===== src/rtl/runner_sample_gen.sv =====
// Runner sample generator: turns step and heartbeat levels into a once-per-second
// sample of steps, stride and heart rate for the step calculator.
module runner_sample_gen #(
  parameter int TICKS_PER_SEC  = 100,
  parameter int MAX_SILENT_SEC = 3
) (
  input  logic       clk,
  input  logic       rst,
  input  logic       enable,
  input  logic       step_pulse,
  input  logic       beat_pulse,
  input  logic [7:0] stride_cfg,
  output logic [7:0] hr_input,
  output logic [1:0] steps_per_second,
  output logic [7:0] stride_length,
  output logic       valid_input,
  output logic       div_busy
);

  localparam logic [15:0] WIN_LAST   = 16'(TICKS_PER_SEC - 1);
  localparam logic [15:0] SAT_VAL    = 16'(MAX_SILENT_SEC * TICKS_PER_SEC);
  localparam logic [15:0] SAT_PRE    = 16'(MAX_SILENT_SEC * TICKS_PER_SEC - 1);
  localparam logic [15:0] GLITCH_MIN = 16'(TICKS_PER_SEC / 5);
  localparam logic [31:0] DIVIDEND   = 32'(60 * TICKS_PER_SEC);

  typedef enum logic [1:0] {D_IDLE, D_BUSY, D_DONE} div_state_t;

  div_state_t  state;
  div_state_t  next_state;

  logic [15:0] win_cnt;
  logic [1:0]  step_cnt;
  logic        step_prev;
  logic        beat_prev;
  logic [15:0] int_cnt;
  logic        armed;
  logic [15:0] divisor;
  logic [4:0]  iter;
  logic [15:0] rem;
  logic [31:0] quo;
  logic [7:0]  bpm_reg;

  logic        step_edge;
  logic        beat_edge;
  logic        win_end;
  logic        beat_ok;
  logic        div_start;
  logic        sat_hit;
  logic [1:0]  steps_next;
  logic [16:0] trial;
  logic        trial_ge;
  logic [15:0] rem_next;
  logic [31:0] quo_next;
  logic [7:0]  quo_clamp;

  // Event decoding: edges, window end, beat acceptance and silence timeout
  always_comb begin
    step_edge  = step_pulse & ~step_prev;
    beat_edge  = beat_pulse & ~beat_prev;
    win_end    = enable && (win_cnt == WIN_LAST);
    beat_ok    = enable && beat_edge && (int_cnt >= GLITCH_MIN);
    div_start  = beat_ok && armed;
    sat_hit    = enable && !beat_ok && (int_cnt == SAT_PRE);
    steps_next = step_cnt;
    if (step_edge && step_cnt != 2'd3) begin
      steps_next = step_cnt + 2'd1;
    end
  end

  // One restoring-division step plus the clamped quotient for the bpm register
  always_comb begin
    trial     = {rem, quo[31]};
    trial_ge  = trial >= {1'b0, divisor};
    rem_next  = trial_ge ? 16'(trial - {1'b0, divisor}) : trial[15:0];
    quo_next  = {quo[30:0], trial_ge};
    quo_clamp = (|quo[31:8]) ? 8'hFF : quo[7:0];
  end

  // Divider next-state: aborts and restarts take priority over normal progress
  always_comb begin
    next_state = state;
    if (!enable || sat_hit) begin
      next_state = D_IDLE;
    end else if (div_start) begin
      next_state = D_BUSY;
    end else begin
      case (state)
        D_BUSY:  if (iter == 5'd31) next_state = D_DONE;
        D_DONE:  next_state = D_IDLE;
        default: next_state = state;
      endcase
    end
  end

  // Divider state register
  always_ff @(posedge clk) begin
    if (rst) begin
      state <= D_IDLE;
    end else begin
      state <= next_state;
    end
  end

  // Divider datapath and bpm register
  always_ff @(posedge clk) begin
    if (rst) begin
      divisor <= '0;
      iter    <= '0;
      rem     <= '0;
      quo     <= '0;
      bpm_reg <= '0;
    end else begin
      if (div_start) begin
        divisor <= int_cnt;
        iter    <= '0;
        rem     <= '0;
        quo     <= DIVIDEND;
      end else if (state == D_BUSY) begin
        iter <= iter + 5'd1;
        rem  <= rem_next;
        quo  <= quo_next;
      end
      if (sat_hit) begin
        bpm_reg <= '0;
      end else if (enable && state == D_DONE) begin
        bpm_reg <= quo_clamp;
      end
    end
  end

  // Window, step and beat-interval counting plus the sample output registers
  always_ff @(posedge clk) begin
    if (rst) begin
      step_prev        <= 1'b0;
      beat_prev        <= 1'b0;
      win_cnt          <= '0;
      step_cnt         <= '0;
      int_cnt          <= '0;
      armed            <= 1'b0;
      valid_input      <= 1'b0;
      hr_input         <= '0;
      steps_per_second <= '0;
      stride_length    <= '0;
    end else begin
      step_prev <= step_pulse;
      beat_prev <= beat_pulse;
      if (!enable) begin
        win_cnt     <= '0;
        step_cnt    <= '0;
        int_cnt     <= '0;
        armed       <= 1'b0;
        valid_input <= 1'b0;
      end else begin
        valid_input <= win_end;
        if (win_end) begin
          win_cnt          <= '0;
          step_cnt         <= '0;
          steps_per_second <= steps_next;
          stride_length    <= stride_cfg;
          hr_input         <= bpm_reg;
        end else begin
          win_cnt  <= win_cnt + 16'd1;
          step_cnt <= steps_next;
        end
        if (beat_ok) begin
          int_cnt <= 16'd1;
          armed   <= 1'b1;
        end else if (int_cnt != SAT_VAL) begin
          int_cnt <= int_cnt + 16'd1;
        end
        if (sat_hit) begin
          armed <= 1'b0;
        end
      end
    end
  end

  assign div_busy = (state == D_BUSY);

endmodule


===== config.mk =====
export PLATFORM = sky130hd
export DESIGN_NAME = runner_sample_gen
export DESIGN_NICKNAME = d
export VERILOG_FILES = /design/src/rtl/runner_sample_gen.sv
export SDC_FILE = /design/constraint.sdc
export NUM_CORES = 1
export LEC_CHECK = 0
export ABC_AREA = 0
export CORE_ASPECT_RATIO = 0.5
export CORE_MARGIN = 5
export CORE_UTILIZATION = 40
export CTS_CLUSTER_DIAMETER = 200
export DETAILED_ROUTE_END_ITERATION = 7
export PLACE_DENSITY_LB_ADDON = 0.15
export SETUP_SLACK_MARGIN = 0.05
export SYNTH_ARGS = -nofsm -noshare
export SYNTH_HDL_FRONTEND = slang
export SYNTH_SLANG_ARGS = --single-unit

===== constraint.sdc =====
create_clock -name clk -period 2.9 [get_ports clk]
set_input_delay 0.29 -clock clk [delete_from_list [all_inputs] [get_ports clk]]
set_output_delay 0.29 -clock clk [all_outputs]
set_load 0.005 [all_outputs]

==> results.txt <==
Crit Path Category -> flop to flop
Psw -> 0.000897 W
First-pass GRT wire length -> 22800 µm
Period minus WS final -> 2.61 ns
Fill count -> 1398
Starting Density -> 41.4%
Number of synthesized flops with an enable pin -> 0
RSZ-0062 raised after global routing -> no
Area growth from synthesis to layout -> 17.6%
Slew headroom -> 54.6%
Initial antenna violation count -> 0
Sequential cell area fraction in the yosys report -> 44.4%
Hold Violations, Final -> 0
Yosys warnings -> 0
Adder-Cell Fraction of Synth Area -> 4.85%
Max reg flops -> 32
Htree depth -> 4
Total congestion overflow -> 0
Skew-Pair Late Insertion Delay -> 0.41 ns
Pint -> 0.00304 W
Core Region -> 14700 µm²
# clock sinks -> 135
Post-route clock skew -> 0.00967 ns
Post-synthesis compound-gate area fraction -> 14.5%
Cts bufs inserted -> 17
Share of cells above drive strength 1 -> 8.10%
Cell row count -> 31
Final-stage net count -> 788
Post-Synthesis Mean Instance Area -> 8.43 µm²
Post-Layout Cell Count -> 963
Max Fclk -> 0.383 GHz
Comb power frac -> 1.8%
# DRC -> 0
Synth cell types -> 54
Area of the mapped netlist -> 6090 µm²
Grt met1 use -> 21.5%
Post-CTS Setup Bufs -> 0
Asr flop ratio synth -> 0%
Peak supply drop -> 0.000438 V
Largest family of logic cells by synthesized area -> simple AND/OR/NAND/NOR gates
Xor and xnor fraction of the mapped netlist area -> 4.74%
Die Height -> 97.3 µm
Final setup TNS -> 0 ns
Sequential power share -> 47.4%
PortBufs -> 32
CTS tree -> built
Routed wire length -> 13700 µm
Net Sw Frac -> 22.8%
Gpl congestion -> 0.841
Max Slew Vio Count -> 0
Largest net degree at the start of global routing -> 47
Setup Viol. Count Final -> 0
Actual slew at the worst max-slew pin -> 0.682 ns
Clock buffer depth -> 2
Synth Net Count -> 759
Cts hold-fix bufs -> 0
Status -> finished, final reports clean
Multiplexer area fraction after synthesis -> 5.26%
Critical path endpoint category -> flop
Post-CTS Resized -> 0
Mapped Cells -> 723
Largest Register -> quo
CP startpoint kind -> flop
Top post-synthesis cells by area -> dfxtp_1, nand2_1, nor2_1, mux2i_1, a21oi_1
Post-synth top area share -> 44.4%
Simple-gate portion of the synthesized area -> 22.0%
Vias in the first global route -> 4627
Post-route ant nets -> 0
Met3 usage -> 3.63%
DR pass1 iterations -> 4
CP required -> 3.21 ns
DR iter-0 viols -> 275
# placed instances -> 931
Diode count -> 0
Post-synth top flop -> dfxtp_1
Commonest non-fill, non-tap cell in the layout -> dfxtp_1
PwrDens -> 549 nW/µm²
Clk pwr share -> 50.8%
Layer with the highest usage -> met2
Routed len/inst -> 14.2 µm
Reg clk slew, reported paths -> 0.06 ns
Seq cells post-synth -> 135
Via density -> 5.22
Max cap viols -> 0
Worst Hold Class -> input port to flop
Die W -> 185 µm
HPWL after detailed placement -> 9340 µm
Met2 global-route usage -> 23.3%
LEAKAGE -> 2.83 nW
Tcrit/Tclk final -> 90.1%
Yosys top cell by area -> dfxtp_1
CP max FO -> 11
Most frequent cells in the layout -> dfxtp_1, nand2_1, nor2_1, a21oi_1, mux2i_1
Crit path DAT -> 2.92 ns
I/O pin count -> 33
Die Area -> 17900 µm²
CTS root buffer -> clkbuf_16
Gr usage total -> 15.4%
Vias -> 5029
==> routing by layer <==
metal | wire length [µm] | part of all wire (%) | up-vias
li1 | - | - | 2569
met1 | 7140 | 52 | 2358
met2 | 5900 | 43 | 82
met3 | 410 | 3.0 | 20
met4 | 219 | 1.6 | 0
met5 | 0 | 0 | -
==> final timing paths <==
check             slack, ns    endpoint  depth (start not counted)       start
hold reg to reg        0.46       armed                          2       armed
hold / removal         0.41  divisor[4]                          2         rst
setup reg to reg       0.29      rem[0]                         10  divisor[8]
setup / recovery       0.29      rem[0]                         10  divisor[8]
==> kinds of logic after synthesis <==
group                      after synthesis
xor gates and xnor gates                33
and+or+nand+nor                        294
adders and majority gates               23
buffers and inverters                   63
muxes                                   32
DFF                                    135
AOI/OAI and AO/OA                      143
==> synth_stat cells, types with 2 or more instances <==
cell / instances
a21oi_1: 59
nand2_1: 113
xnor2_1: 14
inv_1: 27
nor3_2: 2
a21oi_2: 2
and4_1: 3
a31oi_1: 19
or3b_1: 2
ha_1: 22
nand4_1: 12
nor2_1: 90
nor4_1: 10
o221a_2: 8
dfxtp_1: 135
o21bai_1: 2
nand2b_1: 4
nor4b_1: 2
nand4b_1: 2
o21a_1: 3
mux2i_1: 32
buf_4: 2
or4_1: 3
o211ai_1: 4
nor3_1: 6
clkbuf_1: 23
a21o_1: 4
nor2b_1: 7
o21ai_0: 28
or3_1: 8
o311ai_0: 3
xor2_1: 19
buf_2: 5
nor3b_1: 2
nand3_1: 17
buf_1: 4
and3_1: 8
==> cell type report <==
type / instances / area, µm² / share of cell area, %
multi-input combinational: 525 / 3130 / 43.7
sequential: 135 / 2700 / 37.7
clock buffer: 20 / 457 / 6.38
timing repair buffer: 46 / 433 / 6.04
tap: 198 / 248 / 3.46
inverter: 27 / 101 / 1.41
clock inverter: 12 / 91.3 / 1.28
==> critical path, cell delays in order (launching register included) <==
cell,delay [ns]
dfxtp_1,0.33
inv_1,0.05
ha_1,0.42
nand4_1,0.25
nor3_2,0.27
or3b_1,0.15
nor3_2,0.05
or2_1,0.25
buf_4,0.18
or4_1,0.46
o311ai_0,0.10
==> stage by stage <==
stage / util [%] / hold WS, ns / area, µm² / power [W] / setup WS [ns]
detailed placement: 45.0 / 0.451 / 6620 / 0.00198 / 0.324
CTS: 48.7 / 0.407 / 7160 / 0.00398 / 0.325
floorplan: - / 0.418 / 6090 / 0.00194 / 0.578
finish: 48.7 / 0.407 / 7160 / 0.00393 / 0.286
global placement: 45.0 / 0.440 / 6620 / 0.00198 / 0.397
global route: 48.7 / 0.427 / 7160 / 0.00407 / 0.0979
==> power groups by stage <==
stage,sequential (W),combinational (W),clock (W)
global placement,0.00190,0.0000707,0
floorplan,0.00190,0.0000394,0
finish,0.00186,0.0000702,0.00200
detailed placement,0.00190,0.0000707,0
global route,0.00186,0.0000784,0.00213
CTS,0.00186,0.0000711,0.00205
Power figures use the tool's default switching activity.
==> RTL edit, RTL diff (config.mk and constraints unchanged) <==
Put one more register stage on the output `steps_per_second`, without a reset. The value now appears one clock later. The other outputs are not delayed to match.
--- a/src/rtl/runner_sample_gen.sv
+++ b/src/rtl/runner_sample_gen.sv
@@ -24,6 +24,8 @@
   localparam logic [31:0] DIVIDEND   = 32'(60 * TICKS_PER_SEC);
 
   typedef enum logic [1:0] {D_IDLE, D_BUSY, D_DONE} div_state_t;
+
+  logic [1:0] steps_per_second_s0;
 
   div_state_t  state;
   div_state_t  next_state;
@@ -139,7 +141,7 @@
       armed            <= 1'b0;
       valid_input      <= 1'b0;
       hr_input         <= '0;
-      steps_per_second <= '0;
+      steps_per_second_s0 <= '0;
       stride_length    <= '0;
     end else begin
       step_prev <= step_pulse;
@@ -155,7 +157,7 @@
         if (win_end) begin
           win_cnt          <= '0;
           step_cnt         <= '0;
-          steps_per_second <= steps_next;
+          steps_per_second_s0 <= steps_next;
           stride_length    <= stride_cfg;
           hr_input         <= bpm_reg;
         end else begin
@@ -177,5 +179,9 @@
 
   assign div_busy = (state == D_BUSY);
 
+  always_ff @(posedge clk) begin
+    steps_per_second <= steps_per_second_s0;
+  end
+
 endmodule
 
Behaviour: same outputs for any inputs over 10 cycles, from zero or initial values and one cycle with rst high; that may be too few to reach the edited logic, so the function may still have changed.
==> RTL edit against the unedited design <==
- wire length rose by 2.8%
- sequential cell count rose by 2
- area after synthesis grew 4.6%
- first-iteration DRC count fell by 13%
- design area up 3.8%
- critical path type unchanged
- setup slack better by 90 ps
- clock skew is essentially flat
- critical endpoint is now rem[14]
- total power increased by 3.5%
==> RTL edit: results (changes against the unedited design) <==
| Metric | Value |
|---|---|
| CTS root buf | `clkbuf_16` |
| Antenna diode count | `0 (unchanged)` |
| Maximum fanout count along the critical path | `4 (-7)` |
| Main synth FF type | `dfxtp_1` |
| Ratio of cells with drive above 1 in the final layout | `0.124 (+0.0433)` |
| Register bank with the most flops | `quo` |
| Run status | `completed` |
| Number of port buffers | `32 (unchanged)` |
| Via/cell ratio | `5.17 (-0.95%)` |
| Depth of the worst register-to-register path | `10 (unchanged)` |
| Maximum root-to-sink buffer count | `2 (unchanged)` |
| Number of distinct library cells after synthesis | `72 (+33%)` |
| Number of DRC markers after the initial detailed-route iteration | `238 (-13%)` |
| Maximum clock frequency | `396 MHz (+3.6%)` |
| Critical Path Sink | `rem[14]` |
| Number of global-route vias before repair | `4739 (+2.4%)` |
| # nets final | `787 (-0.13%)` |
| Length of the first detailed-routing pass in iterations | `4 (unchanged)` |
| Critical Setup Path Class | `register to register` |
| Post-cts gate resize count | `0 (unchanged)` |
| Setup WS pre-CTS | `440 ps (+116 ps)` |
| CTS Buf Count | `17 (unchanged)` |
| Source of the worst hold timing path | `rst` |
| Met3 layer usage reported by global route | `0.0400 (+0.00370)` |
| Share of synthesized registers carrying an async set or reset | `0 (unchanged)` |
| Largest net degree at the start of global routing | `44 (-6.4%)` |
| Insertion delay of the later-clocked pin in the worst-skew pair | `420 ps` |
| Cell with the largest stage delay on the worst path | `fa_1` |
| LEAKAGE | `2.95 nW (+4.1%)` |
| Aggregate global-route resource usage | `0.154 (+0.000162)` |
| Reg2reg start | `quo[31]` |
| Slew at the pin closest to its max-slew limit | `586 ps (-96.1 ps)` |
| Antenna violations before repair | `0 (unchanged)` |
| H-tree depth | `4 (unchanged)` |
| Nets in the synthesized netlist | `758 (-0.13%)` |
| HPWL Detailed | `9650 microns (+3.3%)` |
| Post CTS Setup Buffer Count | `0 (unchanged)` |
| Worst clock skew | `10.1 ps (+0.419 ps)` |
| Delay of the slowest cell on the worst path | `410 ps (-50 ps)` |
| Filler Cell Count | `1461 (+4.5%)` |
| Top cell types by occurrence after synthesis | `dfxtp_1, nand2_1, nor2_1` |
| Met2 track demand over resource in global routing | `0.241 (+0.00828)` |
| Global-route track usage on met1 | `0.211 (-0.00394)` |
| Count of synthesis-stage warnings from yosys | `0 (unchanged)` |
| Top area cells in the synthesized netlist | `dfxtp_1, mux2i_1, nand2_1, nor2_1, ha_1` |
| Routability congestion estimate | `0.830 (-1.3%)` |
| Routed Wire Length | `14100 microns (+2.8%)` |
| Data arrival time at the worst-slack endpoint | `2860 ps (-60 ps)` |
| Largest vdd supply drop | `0.389 mV (-11%)` |
| Clock slew seen by the registers of the worst setup and hold paths | `60 ps (about the same)` |
| Post-synthesis sequential area ratio | `0.430 (-0.0132)` |
| Worst R2R Setup Slack | `380 ps (+90 ps)` |
| Wire length of the first global-routing pass | `23700 microns (+3.7%)` |
| Crit path max-delay family | `simple AND/OR/NAND/NOR gates` |
## RTL edit: cell count changes in the layout (fill, tap and decap cells not counted), moves of 3 or more
cell	change
a21oi_2	+19
a31oi_1	-6
nand2_1	-12
a21oi_1	-21
a211oi_1	+6
or4_1	-3
buf_4	-3
nor2_1	-3
and3_1	+3
o311ai_0	-3
mux2i_1	+8
nand3_1	-5
## RTL edit: stage by stage
step           utilization  power, mW  cell area, sq um  std cells
2_1_floorplan            -       1.98              6370        722
3_3_place_gp         0.443       2.01              6860        936
3_5_place_dp         0.443       2.01              6860        936
4_1_cts              0.480       4.14              7440        968
5_1_grt              0.480       4.24              7440        968
6_report             0.480       4.07              7440        968
## RTL edit: layout make-up
cell class              count  area share
inverters                  27      0.0136
repair buffers             43      0.0552
clock buffers              17      0.0572
flip-flops and latches    137       0.369
clock inverters            15      0.0210
multi-input cells         525       0.450
well taps                 204      0.0343
## RTL edit: logic make-up after synthesis
kind of cell,count (synthesis),synth area share
xor gates and xnor gates,34,0.0467
and+or+nand+nor,284,0.213
muxes,40,0.0628
DFF,137,0.430
AOI/OAI and AO/OA,144,0.156
buffers and inverters,60,0.0444
adders and majority gates,23,0.0463
## RTL edit: how the worst min path moves through the flow
stage	end	slack (ps)	cells after the start
after floorplan	steps_per_second[0]	330	0
after global placement	steps_per_second[1]	350	0
after detailed placement	steps_per_second[0]	350	0
after CTS	divisor[2]	310	2
after global routing	divisor[12]	320	2
final	divisor[9]	310	2
## RTL edit: report_power, final
| part | internal (mW) | switching (mW) |
|---|---|---|
| logic | 0.0299 | 0.0471 |
| registers | 1.89 | 0.00441 |
| clock network | 1.21 | 0.892 |
| total | 3.13 | 0.944 |
## RTL edit: routing by layer
| layer | vias up | wire, microns |
|---|---|---|
| met5 | - | 0 |
| met4 | 0 | 129 |
| met3 | 11 | 483 |
| met2 | 71 | 6060 |
| met1 | 2338 | 7380 |
| li1 | 2587 | - |
